File: config.mk
export PLATFORM = sky130hd
export DESIGN_NAME = dsky_keypad_encoder
export DESIGN_NICKNAME = d
export VERILOG_FILES = /design/src/rtl/dsky_keypad_encoder.sv
export SDC_FILE = /design/constraint.sdc
export NUM_CORES = 1
export LEC_CHECK = 0
export CORE_ASPECT_RATIO = 0.8
export CORE_MARGIN = 2
export CORE_UTILIZATION = 52
export CTS_CLUSTER_DIAMETER = 80
export CTS_CLUSTER_SIZE = 40
export DETAILED_ROUTE_END_ITERATION = 8
export PLACE_DENSITY = 0.72
export SLEW_MARGIN = 10
export SYNTH_ARGS = -nofsm -noshare
export SYNTH_HDL_FRONTEND = slang
export SYNTH_SLANG_ARGS = --single-unit
File: constraint.sdc
create_clock -name SIM_CLK -period 2.1 [get_ports SIM_CLK]
set_input_delay 0.525 -clock SIM_CLK [delete_from_list [all_inputs] [get_ports SIM_CLK]]
set_output_delay 0.525 -clock SIM_CLK [all_outputs]
set_load 0.02 [all_outputs]
File: src/rtl/dsky_keypad_encoder.sv
// dsky_keypad_encoder
//
// This is the upstream input stage for the DE0-Nano AGC top level. It takes the
// raw, bouncing, active-low DSKY push-button lines and debounces them. It encodes
// one key at a time into the 5-bit AGC keycode (MKEY5..MKEY1). It also produces
// a clean PROCEED level for the standby/PRO inputs.
//
// A lockout state makes the AGC see keycode 0 between any two keystrokes. This
// gives every keystroke a clean KEYRUPT edge.
//
// Parameters:
//   SAMPLE_DIV     - SIM_CLK cycles between debounce samples (>= 2)
//   DB_SAMPLES     - consecutive agreeing samples needed to change a level (2..8)
//   STRETCH_CYCLES - minimum keycode hold time in SIM_CLK cycles
//                    (exists only when DSKY_KEY_STRETCH_EN is defined)
//
// Optional feature macro:
//   DSKY_KEY_STRETCH_EN - when defined, a HELD keycode is kept for at least
//                         STRETCH_CYCLES cycles, even if the key is tapped
//                         briefly.
//
// Ports:
//   SIM_CLK    in   system clock (51.2 MHz)
//   SIM_RST    in   asynchronous active-low reset
//   KEY_n      in   18 raw active-low keys:
//                     0..9 = digits, 10 = VERB, 11 = NOUN, 12 = ENTR,
//                     13 = CLR, 14 = RSET, 15 = KEY REL, 16 = +, 17 = -
//   PRO_n      in   raw active-low PRO key
//   MKEY1..5   out  keycode bits, MKEY1 is the LSB
//   PROCEED    out  debounced PRO, active-high
//   KEY_ACTIVE out  high while a keycode is being driven

module dsky_keypad_encoder #(
  parameter int SAMPLE_DIV     = 256000,
  parameter int DB_SAMPLES     = 4
`ifdef DSKY_KEY_STRETCH_EN
  ,
  parameter int STRETCH_CYCLES = 512000
`endif
) (
  input  logic        SIM_CLK,
  input  logic        SIM_RST,
  input  logic [17:0] KEY_n,
  input  logic        PRO_n,
  output logic        MKEY1,
  output logic        MKEY2,
  output logic        MKEY3,
  output logic        MKEY4,
  output logic        MKEY5,
  output logic        PROCEED,
  output logic        KEY_ACTIVE
);

  localparam int NUM_KEYS  = 18;
  localparam int NUM_LINES = NUM_KEYS + 1;  // keys plus PRO in the top slot
  localparam int DIV_W     = (SAMPLE_DIV > 1) ? $clog2(SAMPLE_DIV) : 1;

  typedef enum logic [1:0] {
    IDLE    = 2'd0,
    HELD    = 2'd1,
    LOCKOUT = 2'd2
  } state_t;

  // Input synchronizers. Both flops reset to 1, which is the released level.
  logic [NUM_LINES-1:0] raw_lines;
  logic [NUM_LINES-1:0] sync_a;
  logic [NUM_LINES-1:0] sync_b;

  assign raw_lines = {PRO_n, KEY_n};

  always_ff @(posedge SIM_CLK or negedge SIM_RST) begin
    if (!SIM_RST) begin
      sync_a <= '1;
      sync_b <= '1;
    end else begin
      sync_a <= raw_lines;
      sync_b <= sync_a;
    end
  end

  // Shared sample divider. The one-cycle tick fires when the count wraps.
  logic [DIV_W-1:0] div_count;
  logic             sample_tick;

  assign sample_tick = (div_count == DIV_W'(SAMPLE_DIV - 1));

  always_ff @(posedge SIM_CLK or negedge SIM_RST) begin
    if (!SIM_RST) begin
      div_count <= '0;
    end else if (sample_tick) begin
      div_count <= '0;
    end else begin
      div_count <= div_count + 1'b1;
    end
  end

  // Per-line sample history and debounced level.
  // The level is resolved from the freshly shifted history. This way the new
  // level lands on the same tick as the deciding sample, and debounce adds no
  // extra cycle of delay.
  logic [NUM_LINES-1:0][DB_SAMPLES-1:0] hist;
  logic [NUM_LINES-1:0][DB_SAMPLES-1:0] hist_shift;
  logic [NUM_LINES-1:0]                 db_pressed;
  logic [NUM_LINES-1:0]                 db_next;

  always_comb begin
    hist_shift = hist;
    db_next    = db_pressed;
    for (int i = 0; i < NUM_LINES; i++) begin
      hist_shift[i] = {hist[i][DB_SAMPLES-2:0], sync_b[i]};
      if (hist_shift[i] == '0) begin
        db_next[i] = 1'b1;
      end else if (hist_shift[i] == '1) begin
        db_next[i] = 1'b0;
      end
    end
  end

  always_ff @(posedge SIM_CLK or negedge SIM_RST) begin
    if (!SIM_RST) begin
      hist       <= '1;
      db_pressed <= '0;
    end else if (sample_tick) begin
      hist       <= hist_shift;
      db_pressed <= db_next;
    end
  end

  logic [NUM_KEYS-1:0] key_pressed;
  logic                any_pressed;
  logic [4:0]          lowest_idx;

  assign key_pressed = db_pressed[NUM_KEYS-1:0];
  assign any_pressed = |key_pressed;

  // Priority encoder. The loop scans downward, so the lowest pressed index is
  // the last one written and wins.
  always_comb begin
    lowest_idx = 5'd0;
    for (int i = NUM_KEYS - 1; i >= 0; i--) begin
      if (key_pressed[i]) begin
        lowest_idx = 5'(i);
      end
    end
  end

  // Maps a key index to its AGC keycode (MKEY5..MKEY1).
  function automatic logic [4:0] key_code(input logic [4:0] idx);
    logic [4:0] code;
    case (idx)
      5'd0:                                   code = 5'b10000;
      5'd1, 5'd2, 5'd3, 5'd4, 5'd5,
      5'd6, 5'd7, 5'd8, 5'd9:                 code = idx;
      5'd10:                                  code = 5'b10001;  // VERB
      5'd11:                                  code = 5'b11111;  // NOUN
      5'd12:                                  code = 5'b11100;  // ENTR
      5'd13:                                  code = 5'b11110;  // CLR
      5'd14:                                  code = 5'b10010;  // RSET
      5'd15:                                  code = 5'b11001;  // KEY REL
      5'd16:                                  code = 5'b11010;  // +
      5'd17:                                  code = 5'b11011;  // -
      default:                                code = 5'b00000;
    endcase
    return code;
  endfunction

  state_t     state;
  state_t     next_state;
  logic [4:0] latched_idx;
  logic [4:0] next_idx;
  logic [4:0] latched_code;
  logic [4:0] next_code;
  logic       stretch_done;

`ifdef DSKY_KEY_STRETCH_EN
  localparam int STRETCH_W = (STRETCH_CYCLES > 1) ? $clog2(STRETCH_CYCLES) : 1;

  logic [STRETCH_W-1:0] stretch_count;

  assign stretch_done = (stretch_count >= STRETCH_W'(STRETCH_CYCLES - 1));

  // Hold-time counter. It is cleared on entry to HELD and saturates once the
  // minimum hold time has been reached.
  always_ff @(posedge SIM_CLK or negedge SIM_RST) begin
    if (!SIM_RST) begin
      stretch_count <= '0;
    end else if (state != HELD && next_state == HELD) begin
      stretch_count <= '0;
    end else if (state == HELD && !stretch_done) begin
      stretch_count <= stretch_count + 1'b1;
    end
  end
`else
  assign stretch_done = 1'b1;
`endif

  // Keycode FSM state and latched key registers.
  always_ff @(posedge SIM_CLK or negedge SIM_RST) begin
    if (!SIM_RST) begin
      state        <= IDLE;
      latched_idx  <= 5'd0;
      latched_code <= 5'd0;
    end else begin
      state        <= next_state;
      latched_idx  <= next_idx;
      latched_code <= next_code;
    end
  end

  // Next-state logic. Only the latched key can end HELD. Other presses are
  // ignored until LOCKOUT has seen every key released.
  always_comb begin
    next_state = state;
    next_idx   = latched_idx;
    next_code  = latched_code;
    case (state)
      IDLE: begin
        if (any_pressed) begin
          next_state = HELD;
          next_idx   = lowest_idx;
          next_code  = key_code(lowest_idx);
        end
      end
      HELD: begin
        if (!key_pressed[latched_idx] && stretch_done) begin
          next_state = LOCKOUT;
        end
      end
      LOCKOUT: begin
        if (!any_pressed) begin
          next_state = IDLE;
        end
      end
      default: begin
        next_state = IDLE;
      end
    endcase
  end

  // Output registers. They are loaded from the next state, so the keycode
  // changes on the same edge as the state transition and never glitches.
  logic [4:0] mkey_q;
  logic       key_active_q;
  logic       proceed_q;

  always_ff @(posedge SIM_CLK or negedge SIM_RST) begin
    if (!SIM_RST) begin
      mkey_q       <= 5'd0;
      key_active_q <= 1'b0;
      proceed_q    <= 1'b0;
    end else begin
      mkey_q       <= (next_state == HELD) ? next_code : 5'd0;
      key_active_q <= (next_state == HELD);
      proceed_q    <= db_pressed[NUM_LINES-1];
    end
  end

  assign MKEY1      = mkey_q[0];
  assign MKEY2      = mkey_q[1];
  assign MKEY3      = mkey_q[2];
  assign MKEY4      = mkey_q[3];
  assign MKEY5      = mkey_q[4];
  assign KEY_ACTIVE = key_active_q;
  assign PROCEED    = proceed_q;

endmodule

## After elaboration in Yosys (flattened, before gate mapping)

Cells that the tools add are included.

| storage, ports and cells | value |
|---|---|
| register bits after elaboration | 151 |
| bits of input ports | 21 |
| output and inout port bits | 7 |
| logic and storage cells | 218 |

| operators by class | value |
|---|---|
| add/subtract/negate cells | 1 |
| magnitude comparators | 1 |
| eq/ne operators | 40 |
| mux-type cells | 67 |
| reductions and logical operators | 62 |

Operator list:

| kind | count |
|---|---|
| $mux 5 | 21 |
| $eq 4x4->1 const B | 19 |
| $logic_not 4->1 | 19 |
| $pmux 5 s10 | 1 |
| $eq 5x4->1 const B | 8 |
| $reduce_and 2->1 | 20 |
| $mux 1 | 39 |
| $reduce_bool 2->1 | 19 |
| $eq 5x3->1 const B | 4 |
| $add 18x1->18 const B | 1 |
| $eq 18x18->1 const B | 1 |
| $mux 18 | 1 |
| $reduce_or 18->1 | 1 |
| $eq 5x2->1 const B | 2 |
| $eq 5x5->1 const B | 2 |
| $reduce_or 9->1 | 1 |
| $lt 5x6->1 const B | 1 |
| $mux 2 | 3 |
| $pmux 2 s3 | 1 |
| $bmux 1 s5 | 1 |
| $eq 5x1->1 const B | 1 |
| $logic_not 5->1 | 1 |
| $eq 2x1->1 const B | 2 |
| $eq 2x2->1 const B | 1 |
| $logic_not 2->1 | 1 |

## Longest topological paths before layout

Gate-level depths: netlist (run 1).

| logic depth | value |
|---|---|
| depth after elaboration | 24 |
| mapped depth | 9 |
| gate-level depth less buffers | 7 |

## Worst setup path after synthesis (run 1)

Ideal clock, no wire load.

| path | value |
|---|---|
| kind | register -> register |
| start point | register latched_idx[0] |
| end point | register mkey_q[0] |
| setup time | 0.132 ns |
| arrival time | 1.822 ns |
| data required time | 1.968 ns |
| path slack | 0.146 ns |
| cell stages (with the launch flop) | 9 |
| buffers on the path | 1 |
| period minus slack after synthesis | 1.954 ns |
| cell sequence | dfrtp_1 -> buf_6 -> mux4_2 -> a221oi_2 -> nor3_1 -> a31o_2 -> mux2i_4 -> nor2_2 -> nor3b_1 |

| between the ends | value |
|---|---|
| cells in the longest elaborated chain, start to end | 6 |

Ends and longest elaborated chain:

| item | line | source |
|---|---|---|
| start, declared | 169 | `logic [4:0] latched_idx;` |
| start signal, assigned | 205 | `latched_idx <= next_idx;` |
| $bmux 1 s5 | 225 | `if (!key_pressed[latched_idx] && stretch_done) begin` |
| $mux 1 (not written as such) | 225 |  |
| $mux 2 | 225 |  |
| $pmux 2 s3 | 216 | `case (state)` |
| named net next_state[0] | 168 | `state_t next_state;` |
| $eq 2x1->1 | 252 | `mkey_q <= (next_state == HELD) ? next_code : 5'd0;` |
| $mux 5 | 252 |  |
| end signal, assigned | 252 |  |
| end, declared | 242 | `logic [4:0] mkey_q;` |

The timed path passes the listed nets, and every way through them passes these cells. The select of a mux whose other input is x is not followed.
A chain may end at the register's enable or synchronous reset.

## Worst setup path in the final report (run 1)

Same ends and word-level chain as after synthesis.

==> metrics.cfg, run 1 <==
[run_status]
outcome = finished, final reports clean

[power_and_ir_drop]
power_frac_seq_pct = 50.7
p_int_mw = 4.738
power_mw = 5.923
combPwrFrac_pct = 1.7
cellLeakagePower_nw = 3.290
power.share.clock_pct = 47.6
ir_worst_vdd_v = 0.0005716
p_sw_share_pct = 20.00
powerDensity_nw_per_um2 = 788.7
power_switching_mw = 1.185

[sta]
setup_viol = 0
hold_ws_ns = 0.05901
setup_ws_ns = 0.01682
hold_violations = 0
clock.fmax_mhz = 480.0
tightestPinTransition_ns = 0.5894
fin_crit_ns = 2.083
slew_violations = 0
period_share_pct = 99.20
setup_tns_ns = 0
fin_skew_ns = 0.006826
rsz0062_at_grt = yes
slew-limit-headroom_pct = 60.71

[placement]
pre_cts_ws_ns = 0.01330
place_congestion = 0.9424
port-buffer-count = 27
dp_hpwl_mm = 7.835

[cells_and_area]
num-nets-final = 690
insertedDiodeCount = 0
area_growth_pct = 20.98
utilization_pct = 64.96
n_fill_cell = 890
drive_gt1_share_pct = 27.65

[grt]
overflow = 0
grt_max_degree = 61
grt_pass1_wl_mm = 20.50
grt_usage_pct = 20.14
antenna_found_initial = 0
grt_pass1_vias = 4386

[synthesis]
synth_edf_count = 0
synth-seq-area-share_pct = 62.79
yosysTopAreaCell = dfstp_2
synth_cell_types = 50
synth_nets = 631
ys_ff_latch = 151
yosys_warnings = 0
ys_top_cells_by_area = dfstp_2, dfrtp_1, nand2_1, o21ai_0, a21oi_1
synth_top_area_share_pct = 40.21
syn_avg_cell_area_um2 = 10.19
syn_area_um2 = 6207
async_flop_share_pct = 100.0
synth_flop_cell = dfstp_2
synth_cells = 609

[critical_path]
cp_max_fo = 6
crit_path_max_incr_delay_ns = 0.55
r2r_start = latched_idx[0]
cp_data_arrival_time_ns = 2.37
crit_start = latched_idx[0]
critical_path.top_delay_family = multiplexers
start_kind = flop
worstPathCellList = mux4_2 > a221oi_2 > nor3_1 > a31o_2 > mux2i_4 > nor2_4 > nor3b_2
crit_buf_inv = 0
worst_setup_path_end_kind = flop
worstSetupPathType = flop to flop
slowest_stage = mux4_2
required_ns = 2.39

[detailed_routing]
dr.first_iter.drc_count = 222
dr_total_vias = 4462
drc_errors = 0
wirelength_mm = 11.98
drt.antenna.violating_nets = 0
drt_pass1_iterations = 5
avgRoutedWirePerCell_um = 14.47
avgViaCountPerCell = 5.389

[flow_run]
max_cap_violations = 0

[floorplan]
die-area_um2 = 12830
rows = 35
start_util_pct = 53.69
dieHeight_um = 101.7
chipWidth_um = 126.2
ioPinCount = 28
core-area_um2 = 11560

[cts]
cts_buffers = 17
cts_tree = built
cts.sinks = 151
clockBufferDepth = 2
clock-root-buffer = clkbuf_16
clock_latency_ns = 0.41
htreeDepth = 4
clk_pin_slew_ns = 0.06

[min_path]
hold_path_class = primary input to asynchronous set/reset pin

[state kept, by name (all words and copies together) (netlist names)]
signal / count
latched_idx: 5
db_pressed: 19
PROCEED: 1
sync_a: 19
latched_code: 5
div_count: 18
mkey_q: 5
KEY_ACTIVE: 1
state: 2
sync_b: 19
hist: 57
[logic make-up after synthesis]
logic type                 after synthesis  synth area share [%]
AOI/OAI and AO/OA                       97                 9.313
xor gates and xnor gates                14                 1.975
adders and majority gates                1                0.2015
buffers and inverters                   26                 1.875
DFF                                    151                 62.79
muxes                                    6                 2.177
and+or+nand+nor                        314                 21.67
[metal layers]
metal / GRT usage (%) / vias to the layer above / wire, um
li1: - / 2163 / -
met1: 26.77 / 2203 / 5511
met2: 33.09 / 78 / 5915
met3: 4.173 / 18 / 397
met4: 7.946 / 0 / 159
met5: 0 / - / 0
[power groups by stage]
stage                     Sequential, mW  Combinational [mW]  Clock [mW]
after floorplan                     3.04            0.000425           0
after global placement              3.05               0.105           0
after detailed placement            3.05               0.108           0
after CTS                           3.00               0.108        2.89
after global routing                3.00               0.118        3.02
final                               3.00               0.102        2.82
[layout make-up]
| class | instances | area [um2] | share of cell area (%) |
|---|---|---|---|
| flip-flops and latches | 151 | 3906 | 52.02 |
| inverters | 6 | 22.52 | 0.2999 |
| repair buffers | 60 | 589.3 | 7.847 |
| clock inverters | 8 | 72.57 | 0.9663 |
| multi-input cells | 432 | 2256 | 30.04 |
| clock buffers | 23 | 478.0 | 6.365 |
| well taps | 148 | 185.2 | 2.466 |
[stage by stage]
step	instances	instance area, um2
floorplan	609	6207
global placement	795	6840
detailed placement	795	6840
CTS	827	7435
global route	828	7510
finish	828	7510
[synth_stat cells, drive strengths merged (2+ instances only)]
library cell	instances
clkbuf	10
nand2	211
buf	10
a211o	2
and2	8
xnor2	7
dfrtp	56
nor2b	5
a221oi	2
nand4	8
a21oi	27
a31oi	3
or3	2
o21ai	46
nor4	8
nand3	7
or2	2
o21a	2
nand2b	3
xor2	7
inv	6
nor2	32
o31ai	3
nor3	23
and3	3
dfstp	95
o211ai	2
mux4	4
o22ai	2
[placed cells by master, fill, tap and decap left out, types with 2 or more instances in the layout]
master	n
clkinv_2	4
or2_2	2
nand2_1	211
clkbuf_1	3
dfrtp_2	7
clkbuf_8	3
a221oi_2	2
o211ai_1	2
a31oi_1	2
dfstp_2	95
nand4_1	8
inv_1	6
o21ai_1	17
nand3_1	7
nand2b_1	3
o31ai_1	2
a21oi_1	27
xnor2_1	7
buf_12	3
o21ai_0	29
nor2b_1	4
and3_1	3
nor4_1	3
a211o_1	2
clkbuf_16	17
buf_4	27
mux4_1	3
nor4_2	4
xor2_1	7
o21a_1	2
nor3_1	23
and2_1	7
o22ai_1	2
clkdlybuf4s50_1	26
dfrtp_1	49
nor2_1	30
buf_6	3
or3_1	2
[path summary, 6_finish.rpt]
check,slack (ns),endpoint,cells after the start
max,0.02,mkey_q[0],7
min,0.06,db_pressed[18],1
max reg2reg,0.02,mkey_q[0],7
min reg2reg,0.35,sync_b[14],0
max in group asynchronous,1.37,sync_b[8],2
min in group SIM_CLK,0.35,sync_b[14],0
[repair_timing]
item / CTS / global route
gates resized for setup: 2 / 20
endpoints found under the setup margin: 2 / 28
hold buffers: 0 / 0
buffers inserted: 0 / 1
pin swaps: 0 / 3
gates cloned: 1 / 0
(Power assumes the default switching activity.)
==> run 2: changes to the inputs <==
--- a/config.mk
+++ b/config.mk
@@ -7,12 +7,14 @@
 export LEC_CHECK = 0
 export CORE_ASPECT_RATIO = 0.8
 export CORE_MARGIN = 2
-export CORE_UTILIZATION = 52
+export CORE_UTILIZATION = 45
 export CTS_CLUSTER_DIAMETER = 80
 export CTS_CLUSTER_SIZE = 40
 export DETAILED_ROUTE_END_ITERATION = 8
-export PLACE_DENSITY = 0.72
+export GPL_TIMING_DRIVEN = 0
+export PLACE_DENSITY = 0.64
 export SLEW_MARGIN = 10
 export SYNTH_ARGS = -nofsm -noshare
 export SYNTH_HDL_FRONTEND = slang
 export SYNTH_SLANG_ARGS = --single-unit
+export TNS_END_PERCENT = 20
==> run 2 against run 1 <==
  * The flow now finishes with violations (setup timing)
  * Maximum frequency shrank 1.0%
  * Die area grew 15%
  * Sequential share of layout area shrank 0.13 points
  * Core utilization shrank 9.3 points
  * Largest cell class unchanged
  * Final cell count grew 3.3%
  * Clock power grew 11%
==> metrics.cfg, run 2 (synthesis gave the netlist of run 1 again) <==
[grt]
top_usage_layer = met2
grt_pass1_vias = 4351
overflow = 0
antenna_found_initial = 0
grt_max_degree = 120
grt_util_met1_pct = 25.51
grt_pass1_wl_mm = 21.39
grt_usage_pct = 18.94
globalRouteMet2Util_pct = 30.02
use_met3_pct = 5.300

[detailed_routing]
drc_errors = 0
dr_total_vias = 4453
drt_pass1_iterations = 4
avgViaCountPerCell = 5.208
drt.antenna.violating_nets = 0
avgRoutedWirePerCell_um = 14.87
wirelength_mm = 12.71
dr.first_iter.drc_count = 275

[sta]
hold_violations = 0
slew-limit-headroom_pct = 57.23
fin_skew_ns = 0.008829
clock.fmax_mhz = 475.2
setup_ws_ns = -0.004320
rsz0062_at_grt = yes
setup_viol = 2
tightestPinTransition_ns = 0.6415
hold_ws_ns = 0.3545
period_share_pct = 100.2
fin_crit_ns = 2.104
slew_violations = 0

[floorplan]
ioPinCount = 28
rows = 38
core-area_um2 = 13500
dieHeight_um = 109.0
chipWidth_um = 135.3
start_util_pct = 45.97
die-area_um2 = 14750

[cells_and_area]
regMostFlops = hist
largest_reg_flops = 57
num-nets-final = 684
area_growth_pct = 21.17
drive_gt1_share_pct = 26.96
stdcell_count = 855
layout_commonest_cell = nand2_1
final_cell_mix = nand2_1, dfstp_2, dfrtp_1, o21ai_0, nor2_1
insertedDiodeCount = 0

[placement]
dp_hpwl_mm = 8.209
dp_cells = 817
place_congestion = 0.7910
port-buffer-count = 27

[critical_path]
worst_setup_path_end_kind = flop
required_ns = 2.43
start_kind = flop
worstSetupPathType = flop to flop
cp_data_arrival_time_ns = 2.43
cp_max_fo = 8

[cts]
clock_latency_ns = 0.43
clock-root-buffer = clkbuf_16
clockBufferDepth = 2
cts_buffers = 17
clk_pin_slew_ns = 0.06
cts.sinks = 151
htreeDepth = 4
cts_tree = built

[power_and_ir_drop]
powerDensity_nw_per_um2 = 828.4
ir_worst_vdd_v = 0.0007010
cellLeakagePower_nw = 3.278

[min_path]
hold_path_class = flop to flop

[run_status]
outcome = finished, violations left
violations = setup timing

[flow_run]
max_cap_violations = 0

run 2: worst max-delay path, stage by stage, from the launching register on:
cell and delay (ns):
dfrtp_1 0.48, nor2_2 0.20, o21ai_1 0.10, a211o_1 0.35, and2_1 0.22, o31ai_2 0.30, o22ai_1 0.15, nor3b_1 0.20
run 2: power breakdown:
part           leakage, nW  switching [mW]  total [mW]  internal [mW]
Combinational         1.23          0.0594      0.0995         0.0401
Sequential            1.75          0.0183        3.00           2.98
Clock                0.299            1.19        3.13           1.94
Total                 3.28            1.27        6.23           4.96
run 2: metrics by stage:
stage / total power, mW / setup WS, ns / cell area [um2] / TNS (ns) / util (%)
final: 6.230 / -0.004320 / 7521 / -0.008483 / 55.70
after global routing: 6.446 / -0.1240 / 7521 / -0.5170 / 55.70
after CTS: 6.318 / -0.01830 / 7427 / -0.01830 / 55.00
after detailed placement: 3.149 / -0.2976 / 6735 / -12.60 / 49.88
after global placement: 3.137 / -5.193 / 6703 / -620.81 / 49.64
after floorplan: 3.039 / 0.1457 / 6207 / 0 / -
run 2: timing repair:
item                       4_1_cts  5_1_grt
pin swaps                        2        0
buffers inserted                 4        1
resized for setup               13       25
hold buffers                     1        0
setup endpoints to repair       77       83
hold endpoints to repair        12        0
run 2: layout make-up:
type / instances / area, um2
multi-input cells: 432 / 2312
plain buffers: 20 / 103.9
fillers: 1186 / 5982
flip-flops and latches: 151 / 3902
repair buffers: 34 / 350.3
well taps: 180 / 225.2
clock inverters: 11 / 143.9
clock buffers: 21 / 460.4
inverters: 6 / 22.52
run 2: final timing paths:
check / from / to / slack (ns) / cells after the start
worst max-delay path: db_pressed[5] / mkey_q[0] / -0.004 / 7
worst min-delay path: sync_a[1] / sync_b[1] / 0.35 / 0
worst max register to register: db_pressed[5] / mkey_q[0] / -0.004 / 7
worst min register to register: sync_a[1] / sync_b[1] / 0.35 / 0
max in group asynchronous: SIM_RST / db_pressed[2] / 0.68 / 3
min in group asynchronous: SIM_RST / PROCEED / 0.55 / 2
run 2: metal layers:
layer	wire, um	vias up
met5	0	-
met4	168	0
met3	524	16
met2	6013	71
met1	6006	2209
li1	-	2157
